### src/rtl/reg_change_tracker.sv
// Change-detection and highlight engine for the debug display: flags channels whose
// value differs from the previous cycle, with timed or sticky highlight and change statistics.
module reg_change_tracker #(
  parameter int NUM_CH      = 32,
  parameter int DATA_W      = 32,
  parameter int HOLD_CYCLES = 65535,
  parameter int CNT_W       = 16,
  parameter int IDX_W       = $clog2(NUM_CH)
) (
  input  logic                     clk,
  input  logic                     reset_n,
  input  logic [NUM_CH*DATA_W-1:0] data_in,
  input  logic                     mode_sticky,
  input  logic                     freeze,
  input  logic                     ack_valid,
  input  logic [IDX_W-1:0]         ack_idx,
  input  logic                     clear_all,
  output logic [NUM_CH-1:0]        changed_mask,
  output logic [IDX_W-1:0]         last_idx,
  output logic                     last_valid,
  output logic [CNT_W-1:0]         change_count,
  output logic                     multi_change
);

  localparam int HOLD_W = (HOLD_CYCLES < 1) ? 1 : $clog2(HOLD_CYCLES + 1);
  localparam int PC_W   = $clog2(NUM_CH + 1);
  localparam logic [HOLD_W-1:0] HOLD_LOAD = HOLD_W'(HOLD_CYCLES);
  localparam logic [CNT_W:0]    CNT_MAX   = {1'b0, {CNT_W{1'b1}}};

  logic [DATA_W-1:0] snapshot [NUM_CH];
  logic [HOLD_W-1:0] hold_cnt [NUM_CH];
  logic              primed;

  logic [NUM_CH-1:0] chg;
  logic [PC_W-1:0]   chg_pop;
  logic [IDX_W-1:0]  chg_low;
  logic [CNT_W:0]    count_sum;

  // NOTE: combinational blocks use blocking assignments with every output defaulted
  // first, so no latch is inferred and the accumulators read their updated values.
  always_comb begin
    chg       = '0;
    chg_pop   = '0;
    chg_low   = '0;
    for (int i = 0; i < NUM_CH; i++) begin
      chg[i]  = primed && !freeze && (data_in[i*DATA_W +: DATA_W] != snapshot[i]);
      chg_pop = chg_pop + PC_W'(chg[i]);
    end
    // Scan downwards so the lowest changed channel wins.
    for (int i = NUM_CH - 1; i >= 0; i--) begin
      if (chg[i]) chg_low = IDX_W'(i);
    end
    count_sum = {1'b0, change_count} + (CNT_W + 1)'(chg_pop);
  end

  // NOTE: the snapshot array is reset on purpose: a zero snapshot plus the priming
  // cycle guarantees that register contents present at reset release are never flagged.
  always_ff @(posedge clk or negedge reset_n) begin
    if (!reset_n) begin
      for (int i = 0; i < NUM_CH; i++) begin
        snapshot[i] <= '0;
        hold_cnt[i] <= '0;
      end
      primed       <= 1'b0;
      changed_mask <= '0;
      last_idx     <= '0;
      last_valid   <= 1'b0;
      change_count <= '0;
      multi_change <= 1'b0;
    end else if (!primed) begin
      for (int i = 0; i < NUM_CH; i++) snapshot[i] <= data_in[i*DATA_W +: DATA_W];
      primed <= 1'b1;
    end else if (!freeze) begin
      for (int i = 0; i < NUM_CH; i++) snapshot[i] <= data_in[i*DATA_W +: DATA_W];
      if (clear_all) begin
        for (int i = 0; i < NUM_CH; i++) hold_cnt[i] <= '0;
        changed_mask <= '0;
        last_idx     <= '0;
        last_valid   <= 1'b0;
        change_count <= '0;
        multi_change <= 1'b0;
      end else begin
        for (int i = 0; i < NUM_CH; i++) begin
          // The hold counter runs in both modes; sticky mode just ignores it.
          if (chg[i])                    hold_cnt[i] <= HOLD_LOAD;
          else if (hold_cnt[i] != '0)    hold_cnt[i] <= hold_cnt[i] - HOLD_W'(1);

          if (chg[i])                    changed_mask[i] <= 1'b1;
          else if (mode_sticky) begin
            if (ack_valid && ack_idx == IDX_W'(i)) changed_mask[i] <= 1'b0;
          end else                       changed_mask[i] <= (hold_cnt[i] != '0);
        end
        if (|chg) begin
          last_idx   <= chg_low;
          last_valid <= 1'b1;
        end
        change_count <= (count_sum > CNT_MAX) ? {CNT_W{1'b1}} : count_sum[CNT_W-1:0];
        multi_change <= (chg_pop > PC_W'(1));
      end
    end
  end

endmodule

### config.mk
export PLATFORM = sky130hd
export DESIGN_NAME = reg_change_tracker
export DESIGN_NICKNAME = d
export VERILOG_FILES = /design/src/rtl/reg_change_tracker.sv
export SDC_FILE = /design/constraint.sdc
export NUM_CORES = 2
export LEC_CHECK = 0
export ABC_AREA = 1
export BUFFER_PORTS_ARGS = -buffer_cell sky130_fd_sc_hd__buf_4
export CAP_MARGIN = 20
export CORE_AREA = 2 2 427 429
export DETAILED_ROUTE_END_ITERATION = 10
export DIE_AREA = 0 0 429 431
export PLACE_DENSITY = 0.66
export SLEW_MARGIN = 10
export SYNTH_ARGS = -nofsm -noshare
export SYNTH_HDL_FRONTEND = slang
export SYNTH_SLANG_ARGS = --single-unit
### constraint.sdc
create_clock -name clk -period 8.8 [get_ports clk]
set_input_delay 0.88 -clock clk [delete_from_list [all_inputs] [get_ports clk]]
set_output_delay 0.88 -clock clk [all_outputs]
set_load 0.01 [all_outputs]
## After elaboration in Yosys (flattened, before gate mapping)

Cells that the tools add are included.

- Add/sub/neg operators: 64
- $lt $le $gt $ge: 2
- Eq/ne operators: 96
- Mux-type cells: 203
- Bitwise logic cells: 1
- Reductions and logical operators: 199

Operators by type and width:

| cell | count |
|---|---|
| $mux 1024 | 2 |
| $mux 16 | 66 |
| $ne 32x32->1 | 32 |
| $mux 512 | 1 |
| $reduce_bool 16->1 | 32 |
| $sub 16x1->16 const B | 32 |
| $reduce_and 3->1 | 65 |
| $mux 5 | 34 |
| $add 6x1->6 | 26 |
| $ne 4x1->1 const B | 32 |
| $mux 1 | 99 |
| $reduce_bool 3->1 | 32 |
| $eq 5x5->1 const B | 16 |
| $logic_and 1x1->1 | 65 |
| $eq 5x4->1 const B | 8 |
| $mux 32 | 1 |
| $reduce_or 32->1 | 1 |
| $eq 5x3->1 const B | 4 |
| $add 16x6->17 | 1 |
| $gt 17x16->1 const B | 1 |
| $eq 5x2->1 const B | 2 |
| $add 5x1->6 | 1 |
| $gt 6x1->1 const B | 1 |
| $add 4x1->5 | 1 |
| other kinds (10) | 10 |

- Register bits after elaboration: 1592
- Input port bits: 1035
- Output and inout port bits: 55

## Longest topological paths before layout

- Depth in word-level cells: 38
- Depth in mapped cells: 45
- Mapped depth without buffers: 44

## Worst setup path after synthesis

OpenSTA, ideal clock, no wires.

- Path kind: input to register
- From: input freeze
- To: register change_count[10]
- Arrival: 8.168 ns
- Required time: 8.717 ns
- Setup slack: 0.549 ns
- Stages on the path: 38
- Buffers on the path: 4
- Cells stage by stage: buf_4 nor2_8 inv_2 clkbuf_1 clkbuf_1 nor2_1 inv_1 fa_1 inv_1 fa_1 inv_1 fa_1 fa_1 fa_1 fa_1 inv_1 ha_1 fa_1 [2 not listed] inv_1 nand3_1 nand2_1 nand2_1 o21ai_0 nand3_1 nor2_1 inv_1 nor2_1 inv_1 nor2_1 inv_1 nor2_1 inv_1 nor2_1 clkbuf_1 a21oi_1 o22ai_1

- Longest elaborated chain between the ends: 38

Ends and longest elaborated chain:

| element | line | RTL |
|---|---|---|
| start, declared | 14 | `input logic freeze,` |
| $logic_not 1->1 | n/a |  |
| $logic_and 1x1->1 (2 in a row) | 46 | `chg[i] = primed && !freeze && (data_in[i*DATA_W +: DATA_W] != snapshot[i]);` |
| $add 1x1->2 | 47 | `chg_pop = chg_pop + PC_W'(chg[i]);` |
| $add 2x1->3 | 47 |  |
| $add 3x1->4 | 47 |  |
| $add 4x1->5 | 47 |  |
| $add 5x1->6 | 47 |  |
| $add 6x1->6 (26 in a row) | 47 |  |
| $add 16x6->17 | 53 | `count_sum = {1'b0, change_count} + (CNT_W + 1)'(chg_pop);` |
| $gt 17x16->1 | 97 | `change_count <= (count_sum > CNT_MAX) ? {CNT_W{1'b1}} : count_sum[CNT_W-1:0];` |
| $mux 16 | 97 |  |
| $mux 16 | 75 | `if (clear_all) begin` |
| end signal, assigned | 97 |  |
| end, declared | 21 | `output logic [CNT_W-1:0] change_count,` |

Several ways; a longest one is shown, not always the timed one.
A chain may end at the register's enable or synchronous reset.

## Worst setup path in the final report

- From: register snapshot[473] (netlist name)
- To: register change_count[13]

- Longest elaborated chain between the ends: 21

Ends and longest elaborated chain:

| element | line | RTL |
|---|---|---|
| start, declared | 30 | `logic [DATA_W-1:0] snapshot [NUM_CH];` |
| start signal, assigned by index | 61 | `snapshot[i] <= '0;` |
| $ne 32x32->1 * | 46 |  |
| $logic_and 1x1->1 * | 46 |  |
| $add 6x1->6 * (15 in a row) | 47 |  |
| $add 16x6->17 * | 53 |  |
| $gt 17x16->1 | 97 |  |
| $mux 16 * | 97 |  |
| $mux 16 * | 75 |  |

Every way passes the cells marked *; elsewhere a longest branch is shown, timed or not.

==> results_dict.tcl <==
set metrics [dict create \
    synth_area_leaders "dfrtp_1, mux2_2, nand2_1" \
    ys_types 61 \
    rsz0062_at_grt "no" \
    numCtsBuffers 178 \
    antenna_found_initial 114 \
    async_flop_share_pct 100 \
    crit_buf_inv 12 \
    area_growth_syn_to_layout_pct 21.0 \
    yosys.area_share.adder_pct 1.32 \
    fp.dieW_um 429 \
    setup_viol 0 \
    io_pins 1090 \
    fin_crit_sh_pct 93.5 \
    netlist_instances 9076 \
    drive_above_1_share_pct 24.2 \
    synth-seq-area-share_pct 47.6 \
    grt_pass1_vias 68000 \
    drv_cap 0 \
    synth-seq-cells 1592 \
    vias 68200 \
    synth_common_cells "dfrtp_1, nand2_1, inv_1" \
    die_height_um 431 \
    relSlewSlack_pct 26.3 \
    hold_viol 0 \
    rows 156 \
    wl_per_cell_um 19.2 \
    critical_path.top_delay_family "adder cells" \
    cts_tree "done" \
    firstDrtPassIters 6 \
    ys_warn_count 0 \
    synth_area_leader_cell "dfrtp_1" \
    dr.first_iter.drc_count 4791 \
    syn_avg_cell_area_um2 9.22 \
    p_leak_nw 47.3 \
    grt_max_degree 189 \
    clock_path_buffers 3 \
    critical_path_class "flop to flop" \
    drcViolationCount 0 \
    hold_ws_ps 84.7 \
    synth.most_common_cell "dfrtp_1" \
    crit_top_cell "inv_1" \
    status "finished clean" \
    ant_nets 0 \
    cts_root_buf "clkbuf_16" \
    synth-edff-count 0 \
    gp_congestion 0.929 \
    insertion_delay_ps 830 \
    setup.worst_path.start_class "flop" \
    start_util_pct 46.5 \
    drt-total-wl_mm 247 \
    synth_xor_area_share_pct 8.89 \
    power_mw 21.3 \
    ir_drop_v 0.000187 \
    cts_sinks 1592 \
    drv_slew 0 \
    hold_class "primary input to async pin" \
    fin_crit_ps 8230 \
    avgViaCountPerCell 5.32 \
    syn_area_um2 83700 \
    fmax_ghz 0.122 \
    synth_top_area_share_pct 47.6 \
    num-fill-cells 15700 \
    cp.arrival_ps 8950 \
    track_usage_pct 26.3 \
    port_buffers 1089 \
    grt_pass1_wl_mm 382 \
    fin_util_pct 56.2 \
    p_per_area_nw_per_um2 210 \
    finClkSkew_ps 28.7 \
    h-tree-depth 4 \
    cp_slowest_stage_delay_ps 620 \
    cp-end-kind "flop" \
    muxShareOfSynthArea_pct 10.5 \
    synth_top_family_by_area "simple AND/OR/NAND/NOR gates" \
    dp_hpwl_mm 185 \
    cts_hold_buf 0 \
    path_max_fanout 4 \
    post_cts_buffers 0 \
    cpMaxStageDelayCell "fa_1" \
    clkTransAtPathRegs_ps 60 \
    worst_pin_slew_ps 1110 \
    synth-compound-area-share_pct 9.74 \
    coreArea_um2 180000 \
    critPathRequiredTime_ps 9520 \
    syn_nets 10200 \
    yosys.area_share.simple_pct 16.0 \
    ys_dominant_reg_cell "dfrtp_1" \
    dieArea_um2 185000 \
    gr-total-overflow 0 \
    final_net_count 11300 \
]
layout make-up:
| class | instances | area, um^2 | share of cell area (%) |
|---|---|---|---|
| antenna | 91 | 228 | 0.225 |
| tap | 2370 | 2970 | 2.93 |
| multi-input combinational | 6172 | 39000 | 38.5 |
| timing repair buffer | 1236 | 9510 | 9.39 |
| sequential | 1592 | 39800 | 39.3 |
| clock inverter | 45 | 452 | 0.446 |
| clock buffer | 282 | 5440 | 5.37 |
| inverter | 1036 | 3920 | 3.86 |
cell usage in the layout, fill, tap and decap left out, drive strengths merged, types with 32 or more instances in the layout:
cell type and instances:
xor2 411, clkbuf 282, inv 1032, ha 48
a31oi 56, buf 1236, or2 179, o22ai 256
xnor2 439, nand4 160, nor4 159, nand2 1330
mux2 781, o21ai 769, a21oi 274, nor3b 32
diode 91, nor3 218, nand3 247, nor2 659
clkinv 39, dfrtp 1592
power by group:
part / switching [mW] / internal [mW] / total, mW
registers: 0.634 / 8.18 / 8.81
clock network: 3.14 / 4.38 / 7.52
logic: 2.69 / 2.24 / 4.93
total: 6.46 / 14.8 / 21.3
through the flow:
step / cells / cell area (um^2) / TNS, ps / worst slack, ps
detailed placement: 12400 / 95100 / -4720 / -384
global route: 12800 / 101000 / 0 / 3.15
finish: 12800 / 101000 / 0 / 571
floorplan: 9076 / 83700 / 0 / 549
global placement: 12400 / 95100 / -5190 / -379
CTS: 12700 / 101000 / 0 / 163
cell families after synthesis:
logic type,count (synthesis)
AND/OR/NAND/NOR,2996
flip-flops,1592
multiplexers,781
AO/OA/AOI/OAI,1471
XOR/XNOR,850
buffers and inverters,1312
adder cells (fa/ha/maj),73
other,1
what timing repair did:
item	CTS	global route
gates resized for setup	0	14
setup endpoints to repair	0	15
endpoints found under the hold margin	0	0
flip-flops by register name, indices dropped and copies added, names as in the netlist:
register	cells
hold_cnt	512
primed	1
change_count	16
multi_change	1
last_idx	5
last_valid	1
changed_mask	32
snapshot	1024
path summary, 6_finish.rpt:
check	start	slack (ps)	cells after the start	end
max in group asynchronous	reset_n	6570	3	snapshot[841]$_DFFE_PN0P_
setup / recovery	snapshot[473]$_DFFE_PN0P_	570	39	change_count[13]$_DFFE_PN0P_
hold / removal	reset_n	80	1	snapshot[177]$_DFFE_PN0P_
setup reg to reg	snapshot[473]$_DFFE_PN0P_	570	39	change_count[13]$_DFFE_PN0P_
min in group clk	data_in[237]	270	3	snapshot[781]$_DFFE_PN0P_
hold reg to reg	last_idx[1]$_DFFE_PN0P_	480	1	last_idx[1]$_DFFE_PN0P_
layer usage:
metal | share of wire [%] | GRT usage (%) | up-vias
li1 | - | - | 32600
met1 | 39 | 30.7 | 33000
met2 | 48 | 43.5 | 1917
met3 | 6.9 | 6.80 | 612
met4 | 5.9 | 15.8 | 40
met5 | 0.11 | 0 | -
Note: power is estimated with default switching activity, not from simulation.
